### src/rtl/dtmf_pkg.sv
// Shared definitions for the DTMF dial sequencer: FSM states, tone divisor tables
// and the keypad code to row/column lookup.
package dtmf_pkg;

  typedef enum logic [1:0] {
    ST_IDLE = 2'd0,
    ST_TONE = 2'd1,
    ST_GAP  = 2'd2
  } state_e;

  localparam logic [3:0] DIGIT_STAR = 4'd14;
  localparam logic [3:0] DIGIT_HASH = 4'd15;

  // Half-period divisors in 1 MHz cycles, indexed by row (697..941 Hz) and column (1209..1633 Hz).
  localparam logic [9:0] ROW_DIV [4] = '{10'd717, 10'd649, 10'd587, 10'd531};
  localparam logic [9:0] COL_DIV [4] = '{10'd414, 10'd374, 10'd339, 10'd306};

  typedef struct packed {
    logic [1:0] row;
    logic [1:0] col;
  } key_pos_t;

  // Keypad layout: 1 2 3 A / 4 5 6 B / 7 8 9 C / * 0 # D
  function automatic key_pos_t key_pos(input logic [3:0] code);
    key_pos_t p;
    case (code)
      4'd1:       p = {2'd0, 2'd0};
      4'd2:       p = {2'd0, 2'd1};
      4'd3:       p = {2'd0, 2'd2};
      4'd10:      p = {2'd0, 2'd3};
      4'd4:       p = {2'd1, 2'd0};
      4'd5:       p = {2'd1, 2'd1};
      4'd6:       p = {2'd1, 2'd2};
      4'd11:      p = {2'd1, 2'd3};
      4'd7:       p = {2'd2, 2'd0};
      4'd8:       p = {2'd2, 2'd1};
      4'd9:       p = {2'd2, 2'd2};
      4'd12:      p = {2'd2, 2'd3};
      DIGIT_STAR: p = {2'd3, 2'd0};
      4'd0:       p = {2'd3, 2'd1};
      DIGIT_HASH: p = {2'd3, 2'd2};
      4'd13:      p = {2'd3, 2'd3};
      default:    p = {2'd3, 2'd1};
    endcase
    return p;
  endfunction

endpackage

### src/rtl/dtmf_tone_div.sv
// Square-wave tone generator: toggles its output every half_div enabled cycles,
// restarting from a low output with a zero count whenever it is disabled.
module dtmf_tone_div (
  input  logic       clk_1m_in,
  input  logic       reset_b,
  input  logic       en,
  input  logic [9:0] half_div,
  output logic       tone_out
);

  logic [9:0] count_q, count_d;
  logic       tone_q, tone_d;

  always_comb begin
    count_d = count_q;
    tone_d  = tone_q;
    if (!en) begin
      count_d = 10'd0;
      tone_d  = 1'b0;
    end else if (count_q == (half_div - 10'd1)) begin
      count_d = 10'd0;
      tone_d  = ~tone_q;
    end else begin
      count_d = count_q + 10'd1;
      tone_d  = tone_q;
    end
  end

  always_ff @(posedge clk_1m_in or negedge reset_b) begin
    if (!reset_b) begin
      count_q <= 10'd0;
      tone_q  <= 1'b0;
    end else begin
      count_q <= count_d;
      tone_q  <= tone_d;
    end
  end

  assign tone_out = tone_q;

endmodule

### src/rtl/dtmf_dial_sequencer.sv
// Digit queue plus IDLE/TONE/GAP sequencer that plays each queued keypad code as a
// row/column tone burst followed by a silent gap.
module dtmf_dial_sequencer
  import dtmf_pkg::*;
#(
  parameter int TONE_CYCLES = 100000,
  parameter int GAP_CYCLES  = 50000,
  parameter int FIFO_DEPTH  = 4
) (
  input  logic       clk_1m_in,
  input  logic       reset_b,
  input  logic [3:0] digit_in,
  input  logic       digit_valid,
  output logic       digit_ready,
  input  logic       abort,
  output logic       tone_row_out,
  output logic       tone_col_out,
  output logic       tone_active,
  output logic       busy,
  output logic [2:0] digits_pending
);

  localparam int PTR_W = (FIFO_DEPTH > 1) ? $clog2(FIFO_DEPTH) : 1;
  localparam int CNT_W = $clog2(FIFO_DEPTH + 1);
  localparam int DUR_W = 17;

  localparam logic [DUR_W-1:0] TONE_LAST = DUR_W'(TONE_CYCLES - 1);
  localparam logic [DUR_W-1:0] GAP_LAST  = DUR_W'(GAP_CYCLES - 1);
  localparam logic [DUR_W-1:0] DUR_MAX   = {DUR_W{1'b1}};
  localparam logic [CNT_W-1:0] CNT_FULL  = CNT_W'(FIFO_DEPTH);

  logic [3:0]       fifo_q [FIFO_DEPTH];
  logic [PTR_W-1:0] wr_ptr_q, wr_ptr_d;
  logic [PTR_W-1:0] rd_ptr_q, rd_ptr_d;
  logic [CNT_W-1:0] count_q, count_d;

  state_e           state_q, state_d;
  logic [DUR_W-1:0] dur_q, dur_d;
  logic [9:0]       row_div_q, row_div_d;
  logic [9:0]       col_div_q, col_div_d;

  logic             full_s, empty_s, push_s, pop_s, tone_en_s;
  key_pos_t         head_pos_s;

  assign full_s      = (count_q == CNT_FULL);
  assign empty_s     = (count_q == {CNT_W{1'b0}});
  assign digit_ready = !full_s && !abort;
  assign push_s      = digit_valid && digit_ready;
  // The head is only taken from IDLE, so a freshly pushed digit waits one cycle in the queue.
  assign pop_s       = (state_q == ST_IDLE) && !empty_s && !abort;
  assign head_pos_s  = key_pos(fifo_q[rd_ptr_q]);

  always_comb begin
    wr_ptr_d = wr_ptr_q;
    rd_ptr_d = rd_ptr_q;
    count_d  = count_q;
    if (abort) begin
      wr_ptr_d = {PTR_W{1'b0}};
      rd_ptr_d = {PTR_W{1'b0}};
      count_d  = {CNT_W{1'b0}};
    end else begin
      if (push_s) begin
        wr_ptr_d = wr_ptr_q + PTR_W'(1);
      end else begin
        wr_ptr_d = wr_ptr_q;
      end
      if (pop_s) begin
        rd_ptr_d = rd_ptr_q + PTR_W'(1);
      end else begin
        rd_ptr_d = rd_ptr_q;
      end
      case ({push_s, pop_s})
        2'b10:   count_d = count_q + CNT_W'(1);
        2'b01:   count_d = count_q - CNT_W'(1);
        default: count_d = count_q;
      endcase
    end
  end

  always_ff @(posedge clk_1m_in or negedge reset_b) begin
    if (!reset_b) begin
      for (int i = 0; i < FIFO_DEPTH; i++) begin
        fifo_q[i] <= 4'd0;
      end
    end else if (push_s) begin
      fifo_q[wr_ptr_q] <= digit_in;
    end
  end

  always_comb begin
    state_d   = state_q;
    dur_d     = dur_q;
    row_div_d = row_div_q;
    col_div_d = col_div_q;
    if (abort) begin
      state_d   = ST_IDLE;
      dur_d     = {DUR_W{1'b0}};
      row_div_d = 10'd0;
      col_div_d = 10'd0;
    end else begin
      case (state_q)
        ST_IDLE: begin
          if (pop_s) begin
            state_d   = ST_TONE;
            row_div_d = ROW_DIV[head_pos_s.row];
            col_div_d = COL_DIV[head_pos_s.col];
          end else begin
            state_d   = ST_IDLE;
          end
        end
        ST_TONE: begin
          if (dur_q == TONE_LAST) begin
            state_d = ST_GAP;
          end else begin
            state_d = ST_TONE;
          end
        end
        ST_GAP: begin
          if (dur_q == GAP_LAST) begin
            state_d = ST_IDLE;
          end else begin
            state_d = ST_GAP;
          end
        end
        default: state_d = ST_IDLE;
      endcase
      // Duration counter restarts on every state entry and saturates rather than wrapping.
      if (state_d != state_q) begin
        dur_d = {DUR_W{1'b0}};
      end else if (dur_q != DUR_MAX) begin
        dur_d = dur_q + DUR_W'(1);
      end else begin
        dur_d = dur_q;
      end
    end
  end

  always_ff @(posedge clk_1m_in or negedge reset_b) begin
    if (!reset_b) begin
      state_q   <= ST_IDLE;
      dur_q     <= {DUR_W{1'b0}};
      row_div_q <= 10'd0;
      col_div_q <= 10'd0;
      wr_ptr_q  <= {PTR_W{1'b0}};
      rd_ptr_q  <= {PTR_W{1'b0}};
      count_q   <= {CNT_W{1'b0}};
    end else begin
      state_q   <= state_d;
      dur_q     <= dur_d;
      row_div_q <= row_div_d;
      col_div_q <= col_div_d;
      wr_ptr_q  <= wr_ptr_d;
      rd_ptr_q  <= rd_ptr_d;
      count_q   <= count_d;
    end
  end

  // Dividers run only while staying in TONE, so they are already cleared on the exit edge.
  assign tone_en_s = (state_q == ST_TONE) && (state_d == ST_TONE);

  dtmf_tone_div u_row_div (
    .clk_1m_in (clk_1m_in),
    .reset_b   (reset_b),
    .en        (tone_en_s),
    .half_div  (row_div_q),
    .tone_out  (tone_row_out)
  );

  dtmf_tone_div u_col_div (
    .clk_1m_in (clk_1m_in),
    .reset_b   (reset_b),
    .en        (tone_en_s),
    .half_div  (col_div_q),
    .tone_out  (tone_col_out)
  );

  assign tone_active    = (state_q == ST_TONE);
  assign busy           = (state_q != ST_IDLE) || !empty_s;
  assign digits_pending = 3'(count_q);

endmodule
### config.mk
export PLATFORM = sky130hd
export DESIGN_NAME = dtmf_dial_sequencer
export DESIGN_NICKNAME = d
export VERILOG_FILES = /design/src/rtl/dtmf_pkg.sv /design/src/rtl/dtmf_tone_div.sv /design/src/rtl/dtmf_dial_sequencer.sv
export SDC_FILE = /design/constraint.sdc
export NUM_CORES = 1
export LEC_CHECK = 0
export BUFFER_PORTS_ARGS = -buffer_cell sky130_fd_sc_hd__clkbuf_2
export CORE_ASPECT_RATIO = 1.75
export CORE_UTILIZATION = 40
export CTS_BUF_LIST = sky130_fd_sc_hd__clkbuf_8
export DETAILED_ROUTE_END_ITERATION = 6
export PLACE_DENSITY_LB_ADDON = 0.08
export SKIP_LAST_GASP = 1
export SLEW_MARGIN = 5
export SYNTH_ARGS = -nofsm -noshare
export SYNTH_HDL_FRONTEND = slang
export SYNTH_SLANG_ARGS = --single-unit
### constraint.sdc
create_clock -name clk_1m_in -period 3.08 [get_ports clk_1m_in]
set_input_delay 0.462 -clock clk_1m_in [delete_from_list [all_inputs] [get_ports clk_1m_in]]
set_output_delay 0.462 -clock clk_1m_in [all_outputs]
set_load 0.01 [all_outputs]
==> summary.txt, run 1 <==
GRT
  • Total gr overflow: 0
  • Vias in the first global route: 2983
  • Largest net degree at the start of global routing: 77
  • First-pass GRT wire length: 14200 um
  • Overall Global Routing Usage: 0.167
  • Initial antenna violation count: 0

Cells and area
  • Layout cells sized above 1: 0.155
  • # fillers: 1006
  • Area of the multi-input gates: 2240 um2
  • Antenna Cells: 0
  • Post-route insts no fill: 567
  • Fin area: 4670 um2
  • Fin nets: 457
  • Register area: 1900 um2
  • Area Overhead vs Synth: 9.38%

Clocking
  • Worst-skew pair later-pin latency: 360 ps
  • Htree depth: 3
  • CTS resizes: 0
  • Post-CTS Setup Bufs: 0
  • Root Driver: clkbuf_8
  • CTS tree: done
  • Clk buf depth: 2
  • Total CTS buffers: 9
  • Clock transition at path regs: 90 ps
  • CTS Sinks: 76
  • Hold-fix buffers, CTS: 0

Synth
  • Syn Area/Cell: 10.1 um2
  • Synth cell count leaders: dfrtp_1, nor2_1, xnor2_1
  • Count leader, synth: dfrtp_1
  • Post-synth net total: 443
  • Mapped Area: 4270 um2
  • Sequential fraction of the synthesis area: 0.445
  • Fraction of registers with async set or reset after synthesis: 1.00
  • Post-synthesis cell count: 422
  • Number of synthesized flops with an enable pin: 0
  • Area leader, netlist: dfrtp_1
  • Area share of the largest cell type after synthesis: 0.445
  • Ranking of synthesized cells by area: dfrtp_1, xnor2_1, nor2_1
  • Leading register cell type out of synthesis: dfrtp_1
  • Unique masters post-synth: 55
  • Yosys reg bits: 76
  • Yosys Warn Count: 0

Worst setup path
  • CP max-delay cell: dfrtp_1
  • R2R Setup Slk: 590 ps
  • Top delay family on crit path: compound AO/OA/AOI/OAI gates
  • Critical path cell sequence: inv_1 > ha_1 > nor3b_1 > a21oi_1 > xnor2_1 > nor3_1 > o2111a_1 > mux2_2
  • Max FO, Critical Path: 11
  • Data arrival time of the worst path: 2740 ps
  • Buf/Inv on CP: 1
  • CP Class: flip-flop to flip-flop
  • Critical path's largest stage delay: 540 ps
  • Crit start category: flip-flop
  • CP endpoint kind: flip-flop
  • Worst EP required: 3330 ps

Hold path
  • Worst hold path class: primary input to asynchronous set/reset pin

Timing
  • Clock skew: 16.9 ps
  • Slew margin rel.: 0.261
  • Setup_tns: 0 ps
  • RSZ-0062 raised after global routing: no
  • Slew Limit Fails: 0
  • Final setup violation count: 0
  • Worst-Margin Slew: 1100 ps
  • Worst hold margin: 239 ps
  • Final hold vios: 0
  • Max frequency: 401 MHz
  • Period minus WS final: 2490 ps
  • Tcrit/Tclk final: 0.810

Floorplanning
  • IO Pins: 16
  • Die Area: 11100 um2
  • Row count: 49
  • Initial Util: 0.414
  • Die Height: 139 um
  • Die width: 80.1 um
  • Core area: 10300 um2

Flow run
  • Max_cap viols: 0

Placement
  • Post-DP HPWL: 6060 um
  • IO buf count: 15
  • Inst Count DP: 552
  • Area after DPL: 4450 um2
  • Gpl congestion: 0.750

Power
  • Leak: 0.00196 uW
  • Pwr/cell area: 925 nW/um2
  • Peak VDD IR: 421 uV

Route
  • DRC: 0
  • DR vias/cell: 5.26
  • WL final: 8530 um
  • Initial DRC count: 100
  • Post-route antenna net violation count: 0
  • Wire per inst: 15.0 um
  • Vias: 2981
  • Drt first pass iters: 4

Outcome
  • Outcome: finished clean
-- where the power goes --
part / internal (uW) / switching [uW]
logic: 908 / 1060
clock network: 495 / 376
registers: 1230 / 253
-- cell families (layout without fill, tap and decap cells) --
logic type | after synthesis | after routing | synth area share
AOI/OAI and AO/OA | 37 | 37 | 0.0651
and+or+nand+nor | 180 | 180 | 0.214
DFF | 76 | 76 | 0.445
muxes | 26 | 26 | 0.0780
buffers and inverters | 28 | 46 | 0.0308
adders and majority gates | 13 | 13 | 0.0399
xor gates and xnor gates | 62 | 62 | 0.127
-- worst paths after layout --
path                         startpoint              endpoint  depth (start not counted)
min                             reset_b  u_row_div.count_q[1]                          1
max                        row_div_q[0]    u_col_div.tone_out                          8
max reg2reg                row_div_q[0]    u_col_div.tone_out                          8
min in group clk_1m_in      digit_in[3]             fifo_q[7]                          2
max in group asynchronous       reset_b     digits_pending[1]                          1
min reg2reg                   fifo_q[6]             fifo_q[6]                          1
-- through the flow --
stage                     utilization  setup WS (ps)  total power, uW
after floorplan                     -            773             3080
after global placement          0.432            639             3470
after detailed placement        0.432            568             3500
after CTS                       0.453            561             4380
after global routing            0.453            400             4670
final                           0.453            587             4320
-- cell usage in the layout, fill, tap and decap left out, types with 12 or more instances in the layout --
master and count:
a21oi_1 12, nor3_1 16, ha_1 12, nand3_1 20, inv_1 13, nor2_1 67, nand2_1 26, dfrtp_1 76
mux2_2 18, xor2_1 27, xnor2_1 35, clkbuf_2 14
-- flip-flops by register name (all words and copies together) (netlist names) --
name and flops:
u_row_div.count_q 10, rd_ptr_q 2, u_row_div.tone_out 1, row_div_q 7, digits_pending 3, wr_ptr_q 2, u_col_div.tone_out 1, fifo_q 16
u_col_div.count_q 10, dur_q 17, state_q 2, col_div_q 5
-- per-layer routing --
metal | global-route usage | share of wire | vias to the layer above
met4 | 0.0921 | 0.036 | 0
li1 | - | - | 1481
met3 | 0.0329 | 0.023 | 22
met2 | 0.291 | 0.53 | 40
met5 | 0 | 0 | -
met1 | 0.184 | 0.41 | 1438
-- layout make-up --
type | count | share of cell area
inverter | 13 | 0.0105
multi-input combinational | 318 | 0.479
clock buffer | 11 | 0.0324
tap | 127 | 0.0340
clock inverter | 4 | 0.0155
sequential | 76 | 0.407
timing repair buffer | 18 | 0.0214
(Power assumes the default switching activity.)
==> run 2: changes to the inputs <==
- clock period: 3.08 -> 2 ns (I/O delays scaled with it)
==> run 2 against run 1 <==
The run now ends with setup timing left. Via count grew 11%. Die area is the same. Critical path depth decreased by 1. Sequential cell count is the same. Utilization increased by 8.5 points. Setup slack lost 700 ps. First-iteration DRC count increased by 2.0%. Final area grew 19%. Register-to-register slack worse by 700 ps. Worst hold slack worse by 17 ps. Critical endpoint is now col_div_q[6].
==> summary.txt, run 2 (same netlist as run 1, synthesis figures left out) <==
Floorplanning
  • Die Area: 11100 um2
  • Row count: 49
  • Die width: 80.1 um
  • Initial Util: 0.414
  • IO Pins: 16
  • Die Height: 139 um
  • Core area: 10300 um2

Timing
  • Worst-Margin Slew: 358 ps
  • Period minus WS final: 2110 ps
  • Setup_tns: -607 ps
  • Final worst setup slack: -115 ps
  • Final setup violation count: 16
  • Clock skew: 10.0 ps
  • Tcrit/Tclk final: 1.06
  • Slew Limit Fails: 0
  • RSZ-0062 raised after global routing: yes
  • Final hold vios: 0
  • Slew margin rel.: 0.755
  • Max frequency: 473 MHz

Route
  • Drt first pass iters: 4
  • WL final: 9650 um
  • Post-route antenna net violation count: 0
  • Initial DRC count: 102
  • Vias: 3317
  • DRC: 0
  • DR vias/cell: 5.17
  • Wire per inst: 15.0 um

Worst setup path
  • Reg2reg path depth: 7
  • Worst R2R Start: rd_ptr_q[0]
  • Buf/Inv on CP: 1
  • Data arrival time of the worst path: 2390 ps
  • R2R Path End: col_div_q[6]
  • CP max-delay cell: mux4_2
  • R2R Setup Slk: -110 ps
  • Instance count on the critical path: 7
  • Crit start category: flip-flop
  • Top delay family on crit path: multiplexers
  • Critical path cell sequence: mux4_2 > buf_6 > nand2b_1 > nand2_1 > a221oi_2 > ha_1 > a211oi_2
  • CP Class: flip-flop to flip-flop
  • Crit path capture: col_div_q[6]
  • Worst EP required: 2280 ps
  • Max FO, Critical Path: 5
  • CP endpoint kind: flip-flop
  • Worst Setup SP: rd_ptr_q[0]
  • Critical path's largest stage delay: 550 ps

Power
  • Peak VDD IR: 992 uV
  • Leak: 0.00242 uW
  • Pwr/cell area: 1420 nW/um2

Cells and area
  • # fillers: 936
  • Fin util: 0.539
  • Antenna Cells: 0
  • Fin nets: 532
  • Area Overhead vs Synth: 30.0%
  • Largest Register: dur_q
  • Commonest non-fill, non-tap cell in the layout: dfrtp_1
  • Max FFs per register: 17
  • Post-route insts no fill: 642
  • Fin area: 5550 um2
  • Layout cells sized above 1: 0.386
  • Largest regs: dur_q x17, fifo_q x16
  • Most frequent cells in the layout: dfrtp_1, buf_4, nor2_1

Placement
  • Placement Setup Slack: -215 ps
  • Gpl congestion: 0.775
  • IO buf count: 15
  • Area after DPL: 4970 um2
  • Post-DP HPWL: 6840 um
  • Inst Count DP: 611

Clocking
  • Total CTS buffers: 9
  • Htree depth: 3
  • CTS tree: done
  • Clock transition at path regs: 80 ps
  • Worst-skew pair later-pin latency: 360 ps
  • Clk buf depth: 2
  • CTS Sinks: 76
  • Root Driver: clkbuf_8

Outcome
  • Outcome: complete, but fails checks
  • Failing checks: setup timing

GRT
  • Initial antenna violation count: 0
  • Overall Global Routing Usage: 0.192
  • First-pass GRT wire length: 16300 um
  • Total gr overflow: 0
  • Largest net degree at the start of global routing: 28
  • Vias in the first global route: 3360

Hold path
  • Worst hold path class: primary input to flip-flop
  • Worst Min Path Start: digit_in[2]

Flow run
  • Max_cap viols: 0
[run 2: cell count changes in the layout (fill, tap and decap cells not counted), moves of 6 or more]
cell	before	now
dfrtp_2	0	6
buf_6	0	6
dfrtp_1	76	70
buf_4	4	68
nor2_1	67	53
nor2_2	0	13
[run 2: area by class of cell]
| class | instances | area [um2] | share of cell area |
|---|---|---|---|
| multi-input combinational | 318 | 2530 | 0.456 |
| sequential | 76 | 1910 | 0.344 |
| timing repair buffer | 93 | 746 | 0.134 |
| tap | 127 | 159 | 0.0286 |
| clock buffer | 9 | 124 | 0.0223 |
| inverter | 13 | 48.8 | 0.00879 |
| clock inverter | 6 | 32.5 | 0.00586 |
[run 2: report_power, final]
part | switching [uW] | internal (uW) | leakage, uW
clock network | 571 | 432 | 0.0000844
registers | 381 | 1900 | 0.00101
logic | 2170 | 2430 | 0.00132
total | 3120 | 4770 | 0.00242
[run 2: routing by layer]
| metal | track usage | up-vias | routed length, um |
|---|---|---|---|
| met5 | 0 | - | 0 |
| met4 | 0.0799 | 0 | 252 |
| met3 | 0.0428 | 15 | 224 |
| met2 | 0.334 | 31 | 5290 |
| met1 | 0.221 | 1636 | 3880 |
| li1 | - | 1635 | - |
[run 2: timing repair]
action	in CTS	in global routing
pin swaps	16	24
cloned	1	0
endpoints found under the setup margin	28	41
gates resized for setup	21	46
buffers inserted	5	12
hold endpoints to repair	24	0
hold buffers	1	0
[run 2: worst min-delay path by stage]
stage	to	depth (start not counted)
after floorplan	col_div_q[0]	0
after global placement	u_row_div.count_q[2]	1
after detailed placement	u_row_div.count_q[2]	1
after CTS	fifo_q[14]	2
after global routing	fifo_q[12]	2
final	fifo_q[14]	2
[run 2: metrics by stage]
step / total power [uW] / hold slack [ps]
2_1_floorplan: 4850 / 4.41
3_3_place_gp: 6110 / 244
3_5_place_dp: 6180 / 249
4_1_cts: 7530 / 200
5_1_grt: 8540 / 215
6_report: 7880 / 221
==> run 3: changes to the inputs <==
- ABC_AREA: unset -> 1
==> run 3 against run 2 <==
The flow now finishes without violations. Utilization is 6.6 points lower. Sequential share of layout area is 1.5 points higher. Maximum frequency up 13%. Synthesized area grew 9.0%. Register-to-register slack improved by 250 ps. Combinational power fell by 28%. Clock-buffer cell count unchanged. Die area grew 8.8%. Sequential power shrank 6%. First-iteration DRC count grew 28%. Critical path type unchanged. Largest power group unchanged.
==> summary.txt, run 3 <==
Clocking
  • Total CTS buffers: 9
  • Clock transition at path regs: 80 ps
  • Root Driver: clkbuf_8
  • Worst-skew pair later-pin latency: 360 ps
  • CTS Sinks: 76
  • Htree depth: 3
  • CTS tree: done
  • Clk buf depth: 2

Synth
  • Post-synthesis cell count: 599
  • Yosys reg bits: 76
  • Mapped Area: 4650 um2
  • Yosys Warn Count: 0
  • Fraction of registers with async set or reset after synthesis: 1.00
  • Syn Area/Cell: 7.77 um2
  • Number of synthesized flops with an enable pin: 0
  • Post-synth net total: 620
  • Area share of the largest cell type after synthesis: 0.409
  • Synth cell count leaders: nand2_1, inv_1, dfrtp_1
  • Sequential fraction of the synthesis area: 0.409
  • Area leader, netlist: dfrtp_1
  • Leading register cell type out of synthesis: dfrtp_1
  • Unique masters post-synth: 35
  • Ranking of synthesized cells by area: dfrtp_1, nand2_1, inv_1
  • Count leader, synth: nand2_1

Cells and area
  • Area Overhead vs Synth: 14.0%
  • Fin area: 5310 um2
  • Fin nets: 662
  • Largest regs: dur_q x17, fifo_q x16
  • Max FFs per register: 17
  • Antenna Cells: 0
  • Fin util: 0.472
  • Commonest non-fill, non-tap cell in the layout: nand2_1
  • # fillers: 1120
  • Post-route insts no fill: 778
  • Largest Register: dur_q
  • Layout cells sized above 1: 0.206
  • Most frequent cells in the layout: nand2_1, inv_1, dfrtp_1

Worst setup path
  • R2R Setup Slk: 130 ps
  • Worst R2R Start: digits_pending[2]
  • Max FO, Critical Path: 4
  • Worst EP required: 2230 ps
  • R2R Path End: digits_pending[2]
  • CP Class: flip-flop to flip-flop
  • Data arrival time of the worst path: 2100 ps
  • Crit start category: flip-flop
  • CP endpoint kind: flip-flop
  • Reg2reg path depth: 9

GRT
  • Initial antenna violation count: 0
  • Largest net degree at the start of global routing: 40
  • Overall Global Routing Usage: 0.183
  • First-pass GRT wire length: 17500 um
  • Total gr overflow: 0
  • Vias in the first global route: 3810

Floorplanning
  • Initial Util: 0.414
  • Die Area: 12100 um2
  • Die Height: 145 um
  • Die width: 83.5 um
  • Core area: 11200 um2
  • IO Pins: 16
  • Row count: 51

Power
  • Pwr/cell area: 1240 nW/um2
  • Gate power share: 0.499
  • Clk network pwr share: 0.176
  • Seq pwr share: 0.325
  • Peak VDD IR: 617 uV
  • Leak: 0.00249 uW
  • Internal: 3680 uW
  • Switching part of the total: 0.440
  • Net switching power: 2900 uW

Timing
  • RSZ-0062 raised after global routing: yes
  • Clock skew: 13.0 ps
  • Slew Limit Fails: 0
  • Tcrit/Tclk final: 0.934
  • Max frequency: 535 MHz
  • Slew margin rel.: 0.635
  • Period minus WS final: 1870 ps
  • Worst-Margin Slew: 548 ps
  • Final hold vios: 0
  • Final setup violation count: 0

Hold path
  • Hold Path Sink: fifo_q[7]
  • Worst hold path class: primary input to flip-flop
  • Hold Path Stages: 2
  • Worst Min Path Start: digit_in[3]

Placement
  • Inst Count DP: 755
  • IO buf count: 15
  • Post-DP HPWL: 7820 um
  • Area after DPL: 4980 um2
  • Gpl congestion: 0.855

Flow run
  • Max_cap viols: 0

Route
  • DRC: 0
  • Drt first pass iters: 4
  • DR vias/cell: 4.92
  • WL final: 10300 um
  • Vias: 3830
  • Post-route antenna net violation count: 0
  • Wire per inst: 13.2 um
  • Initial DRC count: 131

Outcome
  • Outcome: finished clean
-- run 3: changes by cell type after synthesis, moves of 5 or more --
cell      before  now
nand2_1       26  142
inv_1         13   79
nand3_1       20   58
xnor2_1       35    6
nor2_2         0   26
o21ai_0        2   20
nand2_2        0    6
nand2b_1       6    0
a21oi_1       12    7
buf_2          6    1
inv_2          0    5
nor3_1        16   11
-- run 3: cell families after synthesis --
group	after synthesis	synth area share
buffers and inverters	90	0.0766
and+or+nand+nor	335	0.334
adders and majority gates	13	0.0366
muxes	17	0.0409
xor gates and xnor gates	32	0.0602
AOI/OAI and AO/OA	36	0.0430
DFF	76	0.409
-- run 3: per-layer routing --
metal / vias to the layer above / routed length, um / GRT usage
li1: 1974 / - / -
met1: 1797 / 4350 / 0.200
met2: 45 / 5510 / 0.347
met3: 14 / 223 / 0.0323
met4: 0 / 210 / 0.0749
met5: - / 0 / 0
-- run 3: critical path, stage by stage, from the launching register on --
cell and delay, ps:
dfrtp_2 460, a31oi_4 250, nand2_4 60, nand2_1 120
inv_1 70, fa_2 350, xnor2_2 140, xor2_1 160
nand3_1 60, o21ai_0 70
-- run 3: how the worst max path moves through the flow --
stage	to	cells after the start	start
2_1_floorplan	digits_pending[2]	10	digits_pending[0]
3_3_place_gp	col_div_q[6]	13	rd_ptr_q[0]
3_5_place_dp	col_div_q[6]	13	rd_ptr_q[0]
4_1_cts	digits_pending[2]	9	digits_pending[2]
5_1_grt	col_div_q[6]	12	rd_ptr_q[0]
6_report	digits_pending[2]	9	digits_pending[2]
-- run 3: repair_timing --
item,CTS,global route
setup buffers,0,5
pin swaps,0,4
hold buffers,1,0
resized for setup,1,21
gates cloned,0,1
hold endpoints to repair,36,0
endpoints found under the setup margin,1,30
-- run 3: cell type report --
class / instances / area (um2) / area share
sequential: 76 / 1910 / 0.359
tap: 132 / 165 / 0.0311
timing repair buffer: 35 / 230 / 0.0434
clock inverter: 7 / 68.8 / 0.0130
inverter: 85 / 324 / 0.0611
clock buffer: 9 / 124 / 0.0233
multi-input combinational: 434 / 2490 / 0.469
-- run 3: power by group through the flow --
stage / Sequential, uW / Clock [uW] / Combinational, uW
after floorplan: 2100 / 0 / 2430
after global placement: 2160 / 0 / 3090
after detailed placement: 2170 / 0 / 3130
after CTS: 2140 / 1200 / 3140
after global routing: 2180 / 1270 / 3750
final: 2140 / 1160 / 3290
-- run 3: per-stage QoR --
step | power (uW) | setup slack (ps) | hold slack, ps | TNS, ps
final | 6580 | 132 | 228 | 0
after global routing | 7200 | -47.9 | 217 | -47.9
after CTS | 6480 | 30.4 | 208 | 0
after detailed placement | 5300 | -31.6 | 328 | -31.6
after global placement | 5250 | 3.15 | 325 | 0
after floorplan | 4540 | 2.28 | 4.41 | 0
